### config.mk
export PLATFORM = sky130hd
export DESIGN_NAME = systolic_skew_feeder_flat
export DESIGN_NICKNAME = d
export VERILOG_FILES = /design/src/rtl/systolic_skew_feeder_if.sv /design/src/rtl/systolic_skew_feeder.sv /design/src/flat_wrapper.sv
export SDC_FILE = /design/constraint.sdc
export NUM_CORES = 1
export LEC_CHECK = 0
export CORE_ASPECT_RATIO = 1.75
export CORE_MARGIN = 5
export CORE_UTILIZATION = 35
export DETAILED_ROUTE_END_ITERATION = 7
export HOLD_SLACK_MARGIN = 0.02
export PLACE_DENSITY = 0.55
export RECOVER_POWER = 25
export SYNTH_ARGS = -nofsm -noshare
export SYNTH_HDL_FRONTEND = slang
export SYNTH_SLANG_ARGS = --single-unit
### constraint.sdc
create_clock -name clk_i -period 21.9 [get_ports clk_i]
set_input_delay 3.285 -clock clk_i [delete_from_list [all_inputs] [get_ports clk_i]]
set_output_delay 3.285 -clock clk_i [all_outputs]
set_load 0.02 [all_outputs]
### src/rtl/systolic_skew_feeder_if.sv
// Load handshake and skewed array-edge outputs of the systolic skew feeder.
interface systolic_skew_feeder_if #(
    parameter int DATA_WIDTH = 32
);
    logic                    load_valid_i;
    logic                    load_ready_o;
    logic [4*DATA_WIDTH-1:0] load_a_i;
    logic [4*DATA_WIDTH-1:0] load_b_i;
    logic [DATA_WIDTH-1:0]   left_o_0;
    logic [DATA_WIDTH-1:0]   left_o_4;
    logic [DATA_WIDTH-1:0]   left_o_8;
    logic [DATA_WIDTH-1:0]   left_o_12;
    logic [DATA_WIDTH-1:0]   up_o_0;
    logic [DATA_WIDTH-1:0]   up_o_1;
    logic [DATA_WIDTH-1:0]   up_o_2;
    logic [DATA_WIDTH-1:0]   up_o_3;
    logic                    clear_o;
    logic                    feed_valid_o;
    logic                    done_o;

    // Loader / observer side
    modport master (
        output load_valid_i, load_a_i, load_b_i,
        input  load_ready_o, left_o_0, left_o_4, left_o_8, left_o_12,
        input  up_o_0, up_o_1, up_o_2, up_o_3, clear_o, feed_valid_o, done_o
    );

    // Feeder side
    modport slave (
        input  load_valid_i, load_a_i, load_b_i,
        output load_ready_o, left_o_0, left_o_4, left_o_8, left_o_12,
        output up_o_0, up_o_1, up_o_2, up_o_3, clear_o, feed_valid_o, done_o
    );
endinterface

### src/rtl/systolic_skew_feeder.sv
// Loads a 4x4 A and B in four beats, then streams them diagonally skewed
// onto the left and top edges of a 4x4 systolic array.
module systolic_skew_feeder #(
    parameter int DATA_WIDTH = 32
) (
    input  logic                 clk_i,
    input  logic                 rst_i,
    systolic_skew_feeder_if.slave bus
);
    typedef enum logic [2:0] {LOAD, PRIME, STREAM, DRAIN, DONE} state_t;

    state_t      state_reg, state_next;
    logic [1:0]  beat_reg, beat_next;
    logic [2:0]  cnt_reg, cnt_next;   // stream index t, reused as drain counter
    logic        accept;

    // a_mem[row][col], b_mem[row][col]
    logic [DATA_WIDTH-1:0] a_mem [4][4];
    logic [DATA_WIDTH-1:0] b_mem [4][4];

    // Next-state, counter and handshake decode
    always_comb begin
        state_next = state_reg;
        beat_next  = beat_reg;
        cnt_next   = cnt_reg;
        accept     = 1'b0;
        case (state_reg)
            LOAD: begin
                if (bus.load_valid_i) begin
                    accept    = 1'b1;
                    beat_next = beat_reg + 2'd1;
                    if (beat_reg == 2'd3) state_next = PRIME;
                end
            end
            PRIME: begin
                state_next = STREAM;
                cnt_next   = 3'd0;
            end
            STREAM: begin
                if (cnt_reg == 3'd6) begin
                    state_next = DRAIN;
                    cnt_next   = 3'd0;
                end else begin
                    cnt_next = cnt_reg + 3'd1;
                end
            end
            DRAIN: begin
                if (cnt_reg == 3'd2) state_next = DONE;
                else                 cnt_next   = cnt_reg + 3'd1;
            end
            DONE: begin
                state_next = LOAD;
                beat_next  = 2'd0;
            end
            default: begin
                state_next = LOAD;
                beat_next  = 2'd0;
                cnt_next   = 3'd0;
            end
        endcase
    end

    // State and counter registers
    always_ff @(posedge clk_i) begin
        if (rst_i) begin
            state_reg <= LOAD;
            beat_reg  <= 2'd0;
            cnt_reg   <= 3'd0;
        end else begin
            state_reg <= state_next;
            beat_reg  <= beat_next;
            cnt_reg   <= cnt_next;
        end
    end

    // Capture A row k and B column k on each accepted beat; contents are
    // only exposed after a complete load, so they carry no reset.
    always_ff @(posedge clk_i) begin
        if (accept && !rst_i) begin
            for (int j = 0; j < 4; j++) begin
                a_mem[beat_reg][j] <= bus.load_a_i[DATA_WIDTH*j +: DATA_WIDTH];
                b_mem[j][beat_reg] <= bus.load_b_i[DATA_WIDTH*j +: DATA_WIDTH];
            end
        end
    end

    // Per-lane skew: lane gi lags by gi cycles. The output registers are
    // loaded from the next-cycle index so the value for t appears together
    // with feed_valid_o in stream cycle t.
    generate
        for (genvar gi = 0; gi < 4; gi++) begin : g_lane
            logic [3:0]            offset;
            logic                  in_window;
            logic [DATA_WIDTH-1:0] left_reg;
            logic [DATA_WIDTH-1:0] up_reg;

            assign offset    = {1'b0, cnt_next} - 4'(gi);
            assign in_window = (state_next == STREAM) && (offset < 4'd4);

            // Registered lane outputs, zero outside the active diagonal
            always_ff @(posedge clk_i) begin
                if (rst_i) begin
                    left_reg <= '0;
                    up_reg   <= '0;
                end else if (in_window) begin
                    left_reg <= a_mem[gi][offset[1:0]];
                    up_reg   <= b_mem[offset[1:0]][gi];
                end else begin
                    left_reg <= '0;
                    up_reg   <= '0;
                end
            end
        end
    endgenerate

    assign bus.left_o_0     = g_lane[0].left_reg;
    assign bus.left_o_4     = g_lane[1].left_reg;
    assign bus.left_o_8     = g_lane[2].left_reg;
    assign bus.left_o_12    = g_lane[3].left_reg;
    assign bus.up_o_0       = g_lane[0].up_reg;
    assign bus.up_o_1       = g_lane[1].up_reg;
    assign bus.up_o_2       = g_lane[2].up_reg;
    assign bus.up_o_3       = g_lane[3].up_reg;
    assign bus.load_ready_o = (state_reg == LOAD);
    assign bus.clear_o      = (state_reg == PRIME);
    assign bus.feed_valid_o = (state_reg == STREAM);
    assign bus.done_o       = (state_reg == DONE);
endmodule

### src/flat_wrapper.sv
// flat-port wrapper written by rule: the top's interface ports become plain ports
module systolic_skew_feeder_flat 
#(
    parameter int DATA_WIDTH = 32
)
  (clk_i, rst_i, bus_load_valid_i, bus_load_a_i, bus_load_b_i, bus_load_ready_o, bus_left_o_0, bus_left_o_4, bus_left_o_8, bus_left_o_12, bus_up_o_0, bus_up_o_1, bus_up_o_2, bus_up_o_3, bus_clear_o, bus_feed_valid_o, bus_done_o);
  systolic_skew_feeder_if #(.DATA_WIDTH(DATA_WIDTH)) bus_i ();
  input  logic clk_i;
  input  logic rst_i;
  input wire logic [$bits(bus_i.load_valid_i)-1:0] bus_load_valid_i;
  input wire logic [$bits(bus_i.load_a_i)-1:0] bus_load_a_i;
  input wire logic [$bits(bus_i.load_b_i)-1:0] bus_load_b_i;
  output wire logic [$bits(bus_i.load_ready_o)-1:0] bus_load_ready_o;
  output wire logic [$bits(bus_i.left_o_0)-1:0] bus_left_o_0;
  output wire logic [$bits(bus_i.left_o_4)-1:0] bus_left_o_4;
  output wire logic [$bits(bus_i.left_o_8)-1:0] bus_left_o_8;
  output wire logic [$bits(bus_i.left_o_12)-1:0] bus_left_o_12;
  output wire logic [$bits(bus_i.up_o_0)-1:0] bus_up_o_0;
  output wire logic [$bits(bus_i.up_o_1)-1:0] bus_up_o_1;
  output wire logic [$bits(bus_i.up_o_2)-1:0] bus_up_o_2;
  output wire logic [$bits(bus_i.up_o_3)-1:0] bus_up_o_3;
  output wire logic [$bits(bus_i.clear_o)-1:0] bus_clear_o;
  output wire logic [$bits(bus_i.feed_valid_o)-1:0] bus_feed_valid_o;
  output wire logic [$bits(bus_i.done_o)-1:0] bus_done_o;
  assign bus_i.load_valid_i = bus_load_valid_i;
  assign bus_i.load_a_i = bus_load_a_i;
  assign bus_i.load_b_i = bus_load_b_i;
  assign bus_load_ready_o = bus_i.load_ready_o;
  assign bus_left_o_0 = bus_i.left_o_0;
  assign bus_left_o_4 = bus_i.left_o_4;
  assign bus_left_o_8 = bus_i.left_o_8;
  assign bus_left_o_12 = bus_i.left_o_12;
  assign bus_up_o_0 = bus_i.up_o_0;
  assign bus_up_o_1 = bus_i.up_o_1;
  assign bus_up_o_2 = bus_i.up_o_2;
  assign bus_up_o_3 = bus_i.up_o_3;
  assign bus_clear_o = bus_i.clear_o;
  assign bus_feed_valid_o = bus_i.feed_valid_o;
  assign bus_done_o = bus_i.done_o;
  systolic_skew_feeder #(.DATA_WIDTH(DATA_WIDTH)) u_core (.clk_i(clk_i), .rst_i(rst_i), .bus(bus_i));
endmodule
==> results.sh, run 1 <==
export IMPL_status="complete, no violations"
export IMPL_clkTransAtPathRegs_ns=0.07
export IMPL_area_growth_pct=23.8
export IMPL_overflow=0
export IMPL_num_rows=174
export IMPL_core_area_sq_um=128000
export IMPL_clock_skew_ns=0.0303
export IMPL_synthesis_area_sq_um=45100
export IMPL_crit_arrival_ns=6.31
export IMPL_reg2reg_from="u_core.state_reg[0]"
export IMPL_drt_vias_per_instance=5.09
export IMPL_hpwl_microns=72900
export IMPL_drc=0
export IMPL_synth_top_cell_area_share_pct=68.2
export IMPL_start_kind="primary input"
export IMPL_min_from="u_core.beat_reg[1]"
export IMPL_grt_pass1_vias=25400
export IMPL_startpoint="rst_i"
export IMPL_p_leak_nw=18.1
export IMPL_end_kind="register"
export IMPL_timing_fmax_mhz=167
export IMPL_htreeDepth=3
export IMPL_setup_violations=0
export IMPL_synth_area_leaders="edfxtp_1 (68%), dfxtp_1 (12%), mux4_2 (6.4%)"
export IMPL_die_w_microns=281
export IMPL_ant_nets=0
export IMPL_numCtsBuffers=113
export IMPL_drive_gt1_share_pct=11.8
export IMPL_r2r_slack_ns=16.49
export IMPL_grt_max_degree=173
export IMPL_cts_root_buf="clkbuf_16"
export IMPL_initial_core_util_pct=35.2
export IMPL_grt_antenna_before_repair=51
export IMPL_routed_via_count=24000
export IMPL_synth_ff_type="edfxtp_1"
export IMPL_crit_required_ns=22.22
export IMPL_die_y_microns=485
export IMPL_crit_fanout=79
export IMPL_cts_tree="done"
export IMPL_port_buffers=518
export IMPL_syn_inst=2423
export IMPL_final_period_utilization_pct=27.4
export IMPL_period_needed_ns=5.99
export IMPL_dieArea_sq_um=136000
export IMPL_drt_initial_drc_count=1789
export IMPL_reg2reg_depth=8
export IMPL_syn_avg_cell_area_sq_um=18.6
export IMPL_fin_util_pct=43.5
export IMPL_gp_congestion=0.761
export IMPL_cts_resized=0
export IMPL_top_regs="u_core.a_mem x512, u_core.b_mem x512"
export IMPL_final_common_cell="edfxtp_1"
export IMPL_hold_viol_final=0
export IMPL_syn_num_nets=2694
export IMPL_cap_violations=0
export IMPL_r2r_end="u_core.bus.up_o_3[13]"
export IMPL_num_io_pins=519
export IMPL_nets=3193
export IMPL_routed_wl_microns=119000
export IMPL_rsz0062_at_grt="false"
export IMPL_synth_cell_type_count=42
export IMPL_layout_common_cells="edfxtp_1 (1024), clkdlybuf4s50_1 (347), dfxtp_1 (264), nand2_1 (259), dlygate4sd3_1 (171)"
export IMPL_avgRoutedWirePerCell_microns=25.2
export IMPL_hold_path_class="register to register"
export IMPL_setup_tns_ns=0
export IMPL_drt_pass1_iter_count=5
export IMPL_setup_worst_path_end="u_core.a_mem[2][27]"
export IMPL_async_flop_share_pct=0
export IMPL_cts_setup_buffers=0
export IMPL_path_class="primary input to register"
export IMPL_grt_pass1_wl_microns=172000
export IMPL_clockBufferDepth=3
export IMPL_grt_usage_pct=16.9
export IMPL_ys_warnings_count=0
export IMPL_p_per_area_nw_per_um2=88.3
export IMPL_cts_num_sinks=1288
export IMPL_slew_limit_headroom_pct=19.1
export IMPL_maxSlewViolCount=0
export IMPL_worstMarginPinSlew_ns=1.21
export IMPL_max_vdd_ir_drop_mv=0.0674
export IMPL_clkLatencyLatePin_ns=0.72
export IMPL_yosysSeqAreaShare_pct=79.9
export IMPL_power_mw=4.93
export IMPL_cts_hold_buffers_added=0
export IMPL_yosysTopAreaCell="edfxtp_1"
export IMPL_synth_edf_count=1024
export IMPL_ys_ff_latch=1288
==> cell type report <==
class | instances | area (sq um)
Antenna cell | 28 | 70.1
Clock buffer | 148 | 3130
Clock inverter | 67 | 763
Fill cell | 11100 | 72400
Inverter | 8 | 51.3
Multi-Input combinational cell | 964 | 8200
Sequential cell | 1288 | 36000
Tap cell | 1672 | 2090
Timing Repair Buffer | 547 | 5440
==> metrics by stage <==
step,hold slack [ns],cells,setup WS (ns),cell area [sq um]
2_1_floorplan,0.469,2423,11.58,45100
3_3_place_gp,0.488,4479,15.34,51800
3_5_place_dp,0.491,4479,15.27,51800
4_1_cts,0.510,4694,15.94,55700
5_1_grt,0.536,4703,15.71,55700
6_report,0.517,4722,15.91,55800
==> worst min-delay path by stage <==
stage	to	slack (ns)	cells after the start
floorplan	u_core.beat_reg[1]	0.47	2
global placement	u_core.beat_reg[1]	0.49	2
detailed placement	u_core.beat_reg[1]	0.49	2
CTS	u_core.beat_reg[1]	0.51	2
global route	u_core.beat_reg[1]	0.54	2
finish	u_core.beat_reg[1]	0.52	2
==> routing by layer <==
layer | vias to the layer above | wire length [microns] | global-route usage [%] | share of wire, %
met4 | 22 | 2870 | 4.85 | 2.4
met1 | 12400 | 48000 | 21.6 | 40
met3 | 191 | 9620 | 4.71 | 8.1
met2 | 860 | 58200 | 28.5 | 49
li1 | 10600 | - | - | -
met5 | - | 129 | 0 | 0.11
==> critical path: stages <==
cell and delay, ns:
dlygate4sd3_1 0.60, or2_1 0.34, nor2_1 0.30, and2_4 0.69, buf_4 0.87
==> synthesized netlist by cell type, types with 4 or more instances <==
cell type  instances
dfxtp_1          264
ha_1              12
and2_1            69
buf_4              8
a211oi_1         128
and3_1           129
a311oi_1         128
edfxtp_1        1024
buf_8              8
buf_2             32
nand2_1          261
nor2_1            10
a21oi_1            4
clkbuf_1          98
nor3b_1           65
inv_1              7
buf_6             15
mux4_2           128
==> logic make-up after synthesis <==
family,share of synthesized area [%]
compound gates,4.90
flops,79.9
xor+xnor,0.0583
buf+inv,2.03
simple gates,6.29
mux,6.44
fa+ha+maj,0.333
==> power by group <==
part	leakage [nW]	switching [mW]	internal (mW)	total (mW)
registers	11.4	0.0116	2.70	2.71
clock network	1.91	0.891	1.18	2.07
logic	4.75	0.0891	0.0598	0.149
total	18.1	0.992	3.94	4.93
Note: power is estimated with default switching activity, not from simulation.
==> run 2, diff against run 1 <==
==> constraint.sdc (replaced) <==
create_clock -name clk_i -period 5.6 [get_ports clk_i]
set_input_delay 0.84 -clock clk_i [delete_from_list [all_inputs] [get_ports clk_i]]
set_output_delay 0.84 -clock clk_i [all_outputs]
set_load 0.02 [all_outputs]
==> run 2 against run 1 <==
Net effect: clock skew fell by 0.0028 ns; sequential power rose to 3.9 times the previous value; combinational power rose to 3.9 times the previous value; clock power rose to 4.0 times the previous value; sequential cell count did not move; register-to-register slack got worse by 15 ns.
==> results.sh, run 2 (same netlist as run 1, synthesis figures left out) <==
export IMPL_grt_max_degree=189
export IMPL_drt_initial_drc_count=1858
export IMPL_top_regs="u_core.a_mem x512, u_core.b_mem x512"
export IMPL_grt_usage_pct=17.3
export IMPL_reg2reg_from="u_core.cnt_reg[0]"
export IMPL_timing_fmax_mhz=270
export IMPL_cts_root_buf="clkbuf_16"
export IMPL_hold_worst_slack_ns=0.513
export IMPL_drc=0
export IMPL_grt_pass1_wl_microns=176000
export IMPL_routed_wl_microns=121000
export IMPL_cts_num_sinks=1288
export IMPL_maxSlewViolCount=0
export IMPL_max_vdd_ir_drop_mv=0.257
export IMPL_routed_via_count=24000
export IMPL_design_area_sq_um=56200
export IMPL_p_leak_nw=18.2
export IMPL_numCtsBuffers=114
export IMPL_cts_setup_buffers=0
export IMPL_worstMarginPinSlew_ns=1.05
export IMPL_startpoint="u_core.cnt_reg[0]"
export IMPL_hold_path_class="register to register"
export IMPL_layout_common_cells="edfxtp_1 (1024), clkdlybuf4s50_1 (347), dfxtp_1 (264), nand2_1 (259), dlygate4sd3_1 (171)"
export IMPL_die_w_microns=281
export IMPL_num_io_pins=519
export IMPL_start_kind="register"
export IMPL_dieArea_sq_um=136000
export IMPL_min_from="u_core.beat_reg[1]"
export IMPL_crit_chain="inv_1 -> ha_1 -> nor2b_1 -> a41o_1 -> or2_4 -> inv_16 -> ha_1 -> o21ai_0 -> a221oi_4 -> buf_4 -> and2_1"
export IMPL_cts_resized=0
export IMPL_port_buffers=518
export IMPL_status="complete, no violations"
export IMPL_drt_vias_per_instance=5.06
export IMPL_end_kind="register"
export IMPL_cts_tree="done"
export IMPL_area_growth_pct=24.6
export IMPL_clkTransAtPathRegs_ns=0.07
export IMPL_cts_hold_buffers_added=0
export IMPL_crit_path_top_delay_cell="buf_4"
export IMPL_gp_congestion=0.772
export IMPL_period_needed_ns=3.70
export IMPL_core_area_sq_um=128000
export IMPL_ant_nets=0
export IMPL_crit_required_ns=6.23
export IMPL_crit_top_cell="ha_1"
export IMPL_hold_viol_final=0
export IMPL_grt_antenna_before_repair=53
export IMPL_nets=3203
export IMPL_drive_gt1_share_pct=12.2
export IMPL_slew_limit_headroom_pct=30.1
export IMPL_num_rows=174
export IMPL_place_area_sq_um=52100
export IMPL_drt_pass1_iter_count=5
export IMPL_setup_tns_ns=0
export IMPL_clock_skew_ns=0.0275
export IMPL_die_y_microns=485
export IMPL_final_common_cell="edfxtp_1"
export IMPL_p_per_area_nw_per_um2=347
export IMPL_grt_pass1_vias=25700
export IMPL_initial_core_util_pct=35.2
export IMPL_hpwl_microns=73900
export IMPL_rsz0062_at_grt="false"
export IMPL_cap_violations=0
export IMPL_htreeDepth=3
export IMPL_setup_violations=0
export IMPL_max_stage_delay_ns=0.60
export IMPL_avgRoutedWirePerCell_microns=25.5
export IMPL_path_class="register to register"
export IMPL_crit_arrival_ns=4.33
export IMPL_crit_fanout=143
export IMPL_clockBufferDepth=3
export IMPL_final_period_utilization_pct=66.1
export IMPL_overflow=0
export IMPL_clkLatencyLatePin_ns=0.71
run 2: changes by cell type in the layout (fill, tap and decap cells not counted), moves of 2 or more:
| cell | change |
|---|---|
| clkinv_2 | -8 |
| bufinv_16 | +2 |
| buf_12 | +14 |
| clkinvlp_4 | +3 |
| inv_6 | +3 |
| buf_4 | -5 |
| clkbuf_8 | +7 |
run 2: final cells by class:
cell class,count,area (sq um)
Fill cell,11100,72100
Sequential cell,1288,36000
Multi-Input combinational cell,964,8200
Timing Repair Buffer,556,5680
Clock buffer,155,3230
Tap cell,1672,2090
Clock inverter,63,792
Antenna cell,29,72.6
Inverter,8,51.3
run 2: metal layers:
layer  GRT usage [%]  wire, microns  vias to the layer above
li1                -              -                    10600
met1            21.8          48100                    12400
met2            29.5          60400                      782
met3            5.08           9640                      177
met4            4.16           2270                       30
met5               0            161                        -
run 2: report_power, final:
group          leakage (nW)  internal (mW)  switching [mW]
combinational          4.84          0.243           0.343
sequential             11.4           10.5          0.0447
clock                  1.95           4.80            3.51
total                  18.2           15.6            3.89
run 2: final timing paths:
| path | slack (ns) | cells past startpoint | to |
|---|---|---|---|
| max reg2reg | 1.90 | 11 | u_core.bus.left_o_4[20] |
| max | 1.90 | 11 | u_core.bus.left_o_4[20] |
| min reg2reg | 0.51 | 2 | u_core.beat_reg[1] |
| min | 0.51 | 2 | u_core.beat_reg[1] |
run 2: through the flow:
step                cells  power (mW)  setup slack (ns)  utilization (%)
finish               4735        19.5              1.90             43.8
global route         4716        20.2              1.57             43.8
CTS                  4706        19.8              1.79             43.7
detailed placement   4488        11.4              1.83             40.6
global placement     4488        11.4              1.84             40.6
floorplan            2423        11.0             0.626                -
run 2: worst max-delay path, delay by kind of cell, from the launching register on:
kind	cells	cell delay [ns]
DFF	1	0.44
buffers and inverters	3	1.17
adders and majority gates	2	0.56
AOI/OAI and AO/OA	3	0.68
and+or+nand+nor	3	0.71
